## config.mk

```make
export PLATFORM = sky130hd
export DESIGN_NAME = num_render
export DESIGN_NICKNAME = d
export VERILOG_FILES = /design/src/rtl/num_render.sv
export SDC_FILE = /design/constraint.sdc
export NUM_CORES = 1
export LEC_CHECK = 0
export CORE_MARGIN = 5
export CORE_UTILIZATION = 46
export CTS_CLUSTER_DIAMETER = 30
export DETAILED_ROUTE_END_ITERATION = 12
export HOLD_SLACK_MARGIN = 0.12
export PLACE_DENSITY = 0.79
export SYNTH_ARGS = -nofsm -noshare
export SYNTH_HDL_FRONTEND = slang
export SYNTH_SLANG_ARGS = --single-unit
```

## constraint.sdc

```tcl
create_clock -name clk_25m -period 5.8 [get_ports clk_25m]
set_input_delay 0.58 -clock clk_25m [delete_from_list [all_inputs] [get_ports clk_25m]]
set_output_delay 0.58 -clock clk_25m [all_outputs]
set_load 0.02 [all_outputs]
```

## src/rtl/num_render.sv

```systemverilog
// Four-digit score overlay: double-dabble BCD conversion of a latched score,
// plus a three-stage pixel pipeline that keys digit-ROM images over the background.
module num_render #(
  parameter logic [9:0]  X0    = 10'd160,
  parameter logic [9:0]  Y0    = 10'd180,
  parameter int          DIG_W = 80,
  parameter int          DIG_H = 120,
  parameter logic [11:0] KEY   = 12'h000
) (
  input  logic        clk_25m,
  input  logic        rst_n,
  input  logic [9:0]  h_cnt,
  input  logic [9:0]  v_cnt,
  input  logic        valid,
  input  logic        frame_start,
  input  logic [13:0] score,
  input  logic [11:0] bg_pixel,
  output logic [16:0] addr,
  output logic [3:0]  num,
  input  logic [11:0] pixel,
  output logic [11:0] pixel_out,
  output logic        pixel_vld,
  output logic        busy
);

  localparam logic [10:0] XB0 = {1'b0, X0};
  localparam logic [10:0] XB1 = 11'(int'(X0) + DIG_W);
  localparam logic [10:0] XB2 = 11'(int'(X0) + 2 * DIG_W);
  localparam logic [10:0] XB3 = 11'(int'(X0) + 3 * DIG_W);
  localparam logic [10:0] XE  = 11'(int'(X0) + 4 * DIG_W);
  localparam logic [10:0] YB0 = {1'b0, Y0};
  localparam logic [10:0] YE  = 11'(int'(Y0) + DIG_H);

  typedef enum logic {IDLE, CONV} state_e;

  state_e           state_q;
  logic [3:0]       cnt_q;
  logic [13:0]      bin_q, bin_d;
  logic [3:0][3:0]  bcd_q, bcd_d, adj, digits_q;
  logic [29:0]      shifted;

  always_comb begin
    adj = bcd_q;
    for (int i = 0; i < 4; i++) begin
      if (adj[i] >= 4'd5) adj[i] = adj[i] + 4'd3;
    end
    shifted = {adj, bin_q} << 1;
    bcd_d   = shifted[29:14];
    bin_d   = shifted[13:0];
  end

  // Display digits only change on the edge that ends the 14th shift.
  always_ff @(posedge clk_25m or negedge rst_n) begin
    if (!rst_n) begin
      state_q  <= IDLE;
      cnt_q    <= '0;
      bin_q    <= '0;
      bcd_q    <= '0;
      digits_q <= '0;
    end else begin
      case (state_q)
        IDLE: begin
          if (frame_start) begin
            bin_q   <= (score > 14'd9999) ? 14'd9999 : score;
            bcd_q   <= '0;
            cnt_q   <= '0;
            state_q <= CONV;
          end
        end
        CONV: begin
          bcd_q <= bcd_d;
          bin_q <= bin_d;
          cnt_q <= cnt_q + 4'd1;
          if (cnt_q == 4'd13) begin
            state_q  <= IDLE;
            digits_q <= bcd_d;
          end
        end
        default: state_q <= IDLE;
      endcase
    end
  end

  assign busy = (state_q == CONV);

  logic [10:0] hx, vy, base;
  logic [1:0]  c_d;
  logic        in_d;
  logic [9:0]  lx_d, ly_d;

  always_comb begin
    hx   = {1'b0, h_cnt};
    vy   = {1'b0, v_cnt};
    in_d = valid && (hx >= XB0) && (hx < XE) && (vy >= YB0) && (vy < YE);
    if (hx >= XB3) begin
      c_d = 2'd3; base = XB3;
    end else if (hx >= XB2) begin
      c_d = 2'd2; base = XB2;
    end else if (hx >= XB1) begin
      c_d = 2'd1; base = XB1;
    end else begin
      c_d = 2'd0; base = XB0;
    end
    lx_d = 10'(hx - base);
    ly_d = 10'(vy - YB0);
  end

  logic        in1_q, vld1_q;
  logic [1:0]  c1_q;
  logic [9:0]  lx1_q, ly1_q;
  logic [11:0] bg1_q;

  always_ff @(posedge clk_25m or negedge rst_n) begin
    if (!rst_n) begin
      in1_q  <= 1'b0;
      vld1_q <= 1'b0;
      c1_q   <= '0;
      lx1_q  <= '0;
      ly1_q  <= '0;
      bg1_q  <= '0;
    end else begin
      in1_q  <= in_d;
      vld1_q <= valid;
      c1_q   <= c_d;
      lx1_q  <= lx_d;
      ly1_q  <= ly_d;
      bg1_q  <= bg_pixel;
    end
  end

  // Cell 0 is the leftmost (thousands) digit; leading zeros are blanked.
  logic [1:0]  msd, dsel;
  logic        blank_d;
  logic [16:0] addr_d;
  logic [3:0]  num_d;

  always_comb begin
    if (digits_q[3] != 4'd0)      msd = 2'd3;
    else if (digits_q[2] != 4'd0) msd = 2'd2;
    else if (digits_q[1] != 4'd0) msd = 2'd1;
    else                          msd = 2'd0;
    dsel    = 2'd3 - c1_q;
    blank_d = (dsel > msd);
    addr_d  = in1_q ? (17'(ly1_q) * 17'(DIG_W) + 17'(lx1_q)) : '0;
    num_d   = in1_q ? digits_q[dsel] : '0;
  end

  logic        in2_q, blank2_q, vld2_q;
  logic [16:0] addr_q;
  logic [3:0]  num_q;
  logic [11:0] bg2_q;
  logic        in3_q, blank3_q, vld3_q;
  logic [11:0] bg3_q;

  always_ff @(posedge clk_25m or negedge rst_n) begin
    if (!rst_n) begin
      addr_q   <= '0;
      num_q    <= '0;
      in2_q    <= 1'b0;
      blank2_q <= 1'b0;
      vld2_q   <= 1'b0;
      bg2_q    <= '0;
      in3_q    <= 1'b0;
      blank3_q <= 1'b0;
      vld3_q   <= 1'b0;
      bg3_q    <= '0;
    end else begin
      addr_q   <= addr_d;
      num_q    <= num_d;
      in2_q    <= in1_q;
      blank2_q <= blank_d;
      vld2_q   <= vld1_q;
      bg2_q    <= bg1_q;
      in3_q    <= in2_q;
      blank3_q <= blank2_q;
      vld3_q   <= vld2_q;
      bg3_q    <= bg2_q;
    end
  end

  // The ROM register is the third stage, so its data is combined with the
  // stage-3 registers directly to keep the three-cycle pixel latency.
  assign addr      = addr_q;
  assign num       = num_q;
  assign pixel_vld = vld3_q;
  assign pixel_out = !vld3_q ? 12'h000 :
                     (in3_q && !blank3_q && (pixel != KEY)) ? pixel : bg3_q;

endmodule

```

== Word level (Yosys, flattened, before mapping) ==
Index checks and enable logic that the tools add are counted.

* Flip-flop bits (word level): 138
* Bits of input ports: 62
* Output and inout bits: 35
* Logic and storage cells: 95

* Add/sub/neg operators: 9
* Multiply operators: 1
* $lt $le $gt $ge: 14
* Eq/ne operators: 2
* Muxes and demuxes: 29
* Bitwise gates (word level): 1
* Reductions and logical operators: 12

{| class="wikitable"
|+ Operator list
! cell !! number
|-
| 16-bit case mux with 2 select lines || 1
|-
| 10-bit by 8-bit greater-or-equal comparator with 1-bit output (second input constant) || 3
|-
| 14-bit two-way mux || 2
|-
| 14-bit case mux with 2 select lines || 1
|-
| 12-bit two-way mux || 2
|-
| 4-bit two-way mux || 6
|-
| 10-bit by 9-bit greater-or-equal comparator with 1-bit output (second input constant) || 2
|-
| 10-bit by 9-bit less-than comparator with 1-bit output (second input constant) || 2
|-
| 9-bit two-way mux || 2
|-
| 17-bit by 10-bit adder with 17-bit output || 1
|-
| 17-bit two-way mux || 1
|-
| 4-bit by 3-bit greater-or-equal comparator with 1-bit output (second input constant) || 4
|-
| 16-bit two-way mux || 1
|-
| 14-bit > comparator (second input constant) || 1
|-
| 10-bit by 3-bit multiplier with 13-bit output (second input constant) || 1
|-
| 4-bit by 2-bit adder with 4-bit output (second input constant) || 3
|-
| 12-bit nonzero test || 1
|-
| 4-bit nonzero test || 3
|-
| 10-bit subtractor || 1
|-
| 10-bit by 8-bit subtractor with 10-bit output (second input constant) || 1
|-
| 4-bit binary-select mux with 2-bit select || 1
|-
| 2-bit two-way mux || 4
|-
| 4-bit case mux with 2 select lines || 1
|-
| 7-bit two-way mux || 1
|-
| 14 further kinds || 22
|}

== Depth between registers and ports, before layout ==
* Word-level depth: 5
* Mapped depth: 12
* Gate-level depth less buffers: 12

== Worst setup path before layout ==
No wires, ideal clock.

* Kind: reg-to-reg
* From: reg ly1_q[1]
* To: reg addr_q[16] (netlist: addr[16])
* Setup time: 103 ps
* Arrival time: 2664 ps
* Required time: 5697 ps
* Setup slack: 3032 ps
* Cell stages (with the launch flop): 13
* Buffers on the path: 0
* Period minus slack after synthesis: 2768 ps
* Path through: dfrtp_1 -> ha_1 -> ha_1 -> inv_1 -> fa_1 -> inv_1 -> ha_1 -> o21ai_0 -> o21bai_1 -> a21oi_1 -> nand2b_1 -> or3_1 -> o41ai_2

* Cells in the longest elaborated chain, start to end: 3

{| class="wikitable"
|+ RTL lines
! element !! RTL line !! RTL
|-
| start, declared || 110 || <nowiki>logic [9:0] lx1_q, ly1_q;</nowiki>
|-
| start signal, assigned || 126 || <nowiki>ly1_q <= ly_d;</nowiki>
|-
| 10-bit by 3-bit multiplier with 13-bit output || 144 || <nowiki>addr_d = in1_q ? (17'(ly1_q) * 17'(DIG_W) + 17'(lx1_q)) : '0;</nowiki>
|-
| 17-bit by 10-bit adder with 17-bit output || 144 ||
|-
| 17-bit two-way mux || 144 ||
|-
| named net addr_d[16] || 134 || <nowiki>logic [16:0] addr_d;</nowiki>
|-
| end signal, assigned || 168 || <nowiki>addr_q <= addr_d;</nowiki>
|-
| end, declared || 149 || <nowiki>logic [16:0] addr_q;</nowiki>
|}

The timed path passes the listed nets, and every way through them passes these cells.
A chain may end at the register's enable or synchronous reset.

== Final worst setup path ==
* From: in pixel[8]
* To: out pixel_out[9]

* Cells in the longest elaborated chain, start to end: 4

{| class="wikitable"
|+ RTL lines
! element !! RTL line !! RTL
|-
| start, declared || 20 || <nowiki>input logic [11:0] pixel,</nowiki>
|-
| 12-bit nonzero test || 187 || <nowiki>(in3_q && !blank3_q && (pixel != KEY)) ? pixel : bg3_q;</nowiki>
|-
| 1-bit logical AND || 187 ||
|-
| 12-bit two-way mux || 187 ||
|-
| 12-bit two-way mux || 186 || <nowiki>assign pixel_out = !vld3_q ? 12'h000 :</nowiki>
|-
| end, declared || 21 || <nowiki>output logic [11:0] pixel_out,</nowiki>
|}

No other way between the ends.

==> results.txt <==
----------------------------------------------------
[Pwr]
  Worst vdd rail ir drop ... 0.000228 V
  PwrDens ... between 400 and 500 nW/µm²
  Total leakage power ... about 0.0037 µW

[Synthesis]
  Netlist cell types ... 52
  Mapped Area ... 6480 µm²
  Sequential fraction of the synthesis area ... about 53%
  Yosys synthesis warning count ... 0
  Async S/R FF share, synth ... 100%
  Post-Syn Nets ... 677
  Gate count after technology mapping ... 570
  Number of enable-type register cells in the synthesized netlist ... 0
  Number of register bits inferred by synthesis ... around 140
  Average cell area after synthesis ... roughly 11 µm²
  Predominant post-synthesis flop cell ... sky130_fd_sc_hd__dfrtp_1

[Placed design]
  PortBufs ... 96
  Cell Count Post-Placement ... 831
  Post-place instance area ... around 7600 µm²
  Detail Placement HPWL ... 8.97 mm
  Placer's final routability congestion estimate ... around 0.82

[STA]
  Pin slew with the least headroom to its limit ... around 1.2 ns
  Final setup violating endpoints ... 0
  Remaining max-slew budget at the tightest pin ... between 10% and 20%
  Final number of max-transition violations ... 0
  Final-report hold violation count ... 0
  Setup repair after global routing missed its margin ... no
  Minimum period implied by the final worst setup slack ... around 3.7 ns
  Aggregate negative setup slack ... 0 ns
  Share of the clock period used by the worst path after layout ... between 60 and 70%
  Top achievable clock speed ... 0.268 GHz
  Final setup skew ... 0.00589 ns

[Flow run]
  Max Cap Violations ... 0

[GRT]
  Via count of the first global-routing pass ... roughly 4,800
  Global-route wire length before repair ... about 22 mm
  Maximum number of pins on one net before global-route repair ... roughly 80
  Remaining Overflow, GRT ... 0
  Total global-route track usage ... between 10% and 20%
  Initial antenna violation count ... 0

[Floorplan]
  Top Ports ... 97
  Effective utilization at floorplan ... a little under half
  Area enclosed by the die boundary ... between 15,000 and 20,000 µm²
  Standard-cell row count ... 43
  Die Ht ... about 130 µm
  Width of the die ... 129 µm
  Placeable core region ... about 14,000 µm²

[Route]
  Vias per Instance ... 5.16
  WL per Instance ... about 14 µm
  DRT antenna net count ... 0
  Number of vias after detailed routing ... approximately 4,400
  DR DRC count ... 0
  First DRT Iteration DRCs ... around 270
  Number of detailed-route iterations in the first pass ... 4
  Routed Wire Length ... roughly 12 mm

[CTS]
  CTS hold repair buffers ... 0
  Number of post-CTS setup repair buffers ... 0
  Cts bufs inserted ... 17
  CTS tree ... built
  Clock-pin slew of the registers on the worst-case setup and hold paths ... 0.05 ns
  Root buffer cell ... sky130_fd_sc_hd__clkbuf_16
  Total number of H-tree levels ... 4
  Sinks on the clock net ... 138
  Deepest clock path buffer count ... 2
  Clock latency at the later pin of the worst-skew pair ... 0.42 ns
  Number of gates resized after cts ... 0

[Critical path]
  Worst endpoint required time ... between 5 and 6 ns
  Crit start category ... input pin
  Master of the slowest instance on the critical path ... sky130_fd_sc_hd__a311oi_2
  Kind of end point of the critical path ... output pin
  Crit path DAT ... around 3.2 ns
  CP peak stage delay ... between 1 and 1.5 ns
  Worst-path cell chain ... clkdlybuf4s50_1 > nor4_1 > a311oi_2 > mux2i_1 > nor2b_1 > clkdlybuf4s50_1
  Maximum fanout count along the critical path ... 12
  Class of the most critical setup path ... input pin to output pin
  Dominant cell type by count on the critical path ... sky130_fd_sc_hd__clkdlybuf4s50_1

[Final layout]
  Fill cell instance count of the final layout ... approximately 1,100
  Synthesis-to-layout area growth ... 27.5%
  Summed area of non-filler cells in the final layout ... slightly above 8000 µm²
  Fraction of final layout cells sized beyond drive strength 1 ... under 10%
  Ant diodes ... 0
  Final standard cell count with taps included and fillers excluded ... between 800 and 900
  Net total in the final layout ... around 780

[Status]
  Run status ... finished, final reports clean

[Worst hold path]
  Worst min-delay path category ... input pin to asynchronous set/reset pin

----------------------------------------------------
-- power breakdown --
group          switching [µW]  leakage, µW  internal [µW]  total, µW
Sequential                183      0.00172           1160       1340
Clock                     383     0.000316            750       1130
Combinational             504      0.00164            477        981
Total                    1070      0.00368           2390       3460
-- critical path, delay by kind of cell --
| kind | cells | cell delay [ns] |
|---|---|---|
| buffers and inverters | 2 | 1.12 |
| AOI/OAI and AO/OA | 1 | 1.03 |
| and+or+nand+nor | 2 | 0.24 |
| muxes | 1 | 0.20 |
-- final timing paths --
kind,from,to,slack (ns),depth (start not counted)
max,pixel[8],pixel_out[9],2.06,6
min,rst_n,bin_q[4],0.12,1
max reg2reg,ly1_q[1],addr[16],2.72,12
min reg2reg,bg1_q[3],bg2_q[3],0.35,0
max in group asynchronous,rst_n,busy,4.27,2
min in group clk_25m,bg1_q[3],bg2_q[3],0.35,0
-- placed cells by master (no fill, tap or decap), types with 3 or more instances in the layout --
cell type and count:
sky130_fd_sc_hd__o22ai_1 6, sky130_fd_sc_hd__dfrtp_1 137, sky130_fd_sc_hd__clkbuf_16 17, sky130_fd_sc_hd__a211oi_1 5, sky130_fd_sc_hd__nand2_1 41, sky130_fd_sc_hd__o21ai_1 10, sky130_fd_sc_hd__clkinv_2 5, sky130_fd_sc_hd__a21o_1 4
sky130_fd_sc_hd__mux4_2 4, sky130_fd_sc_hd__nand4_1 3, sky130_fd_sc_hd__a21oi_1 28, sky130_fd_sc_hd__nor3b_1 7, sky130_fd_sc_hd__inv_1 27, sky130_fd_sc_hd__ha_1 42, sky130_fd_sc_hd__nor2b_1 22, sky130_fd_sc_hd__nor2_1 26
sky130_fd_sc_hd__o31ai_1 13, sky130_fd_sc_hd__o21bai_1 4, sky130_fd_sc_hd__nand2b_1 21, sky130_fd_sc_hd__o21ai_0 35, sky130_fd_sc_hd__clkdlybuf4s50_1 95, sky130_fd_sc_hd__or4_1 3, sky130_fd_sc_hd__fa_1 3, sky130_fd_sc_hd__mux2i_1 24
sky130_fd_sc_hd__xor2_1 10, sky130_fd_sc_hd__and2_1 11, sky130_fd_sc_hd__nor3_1 4, sky130_fd_sc_hd__nand3_1 5, sky130_fd_sc_hd__bufinv_16 4, sky130_fd_sc_hd__nor4_1 5, sky130_fd_sc_hd__clkbuf_8 3, sky130_fd_sc_hd__mux2_2 9
sky130_fd_sc_hd__xnor2_1 18
-- sequential cells by signal, indices dropped and copies added, names as in the netlist, 2 cells and up --
register / count
bg2_q: 12
num: 4
bcd_q: 16
bg1_q: 12
c1_q: 2
digits_q: 16
bg3_q: 12
ly1_q: 10
addr: 17
bin_q: 14
lx1_q: 10
cnt_q: 4
-- per-stage QoR --
stage               hold WS [ns]  power (µW)  utilization (%)  setup WS [ns]
detailed placement         0.335        2340             55.1           2.02
CTS                        0.129        3490             59.7           2.05
global placement           0.333        2260             55.1           2.21
global route               0.164        3710             59.7           1.90
finish                     0.121        3460             59.7           2.06
floorplan                  0.284        2050                -           3.03
-- cells in the mapped netlist, drive strengths merged, types with 7 or more instances --
library cell,count,area share (%)
o31ai,15,2.0
nor3b,7,0.81
dfrtp,138,53
xor2,10,1.4
mux2i,24,3.7
o21ai,45,3.5
inv,27,1.6
and2,11,1.1
mux2,9,1.6
nor2,26,1.5
ha,42,8.1
nor2b,23,2.3
a21oi,29,2.4
nand2b,21,2.0
clkbuf,15,0.87
xnor2,18,2.4
nand2,41,2.4
-- cells by family after synthesis --
family | share of synthesized area (%)
simple gates | 12.7
flops | 53.3
compound gates | 11.9
buf+inv | 2.63
fa+ha+maj | 9.04
mux | 6.66
xor+xnor | 3.79
-- metal layers --
layer	up-vias	track usage, %	wire (µm)
li1	2193	-	-
met2	104	27.9	6200
met4	0	8.40	306
met1	2125	20.2	5390
met3	27	2.78	529
met5	-	0	0
-- area by class of cell --
type	count	area, µm²	share of cell area (%)
Clock inverter	12	170	2.06
Tap cell	180	225	2.73
Inverter	28	105	1.27
Clock buffer	20	467	5.65
Sequential cell	138	3450	41.8
Multi-Input combinational cell	387	2860	34.6
Timing Repair Buffer	98	977	11.8
Power figures use the tool's default switching activity.
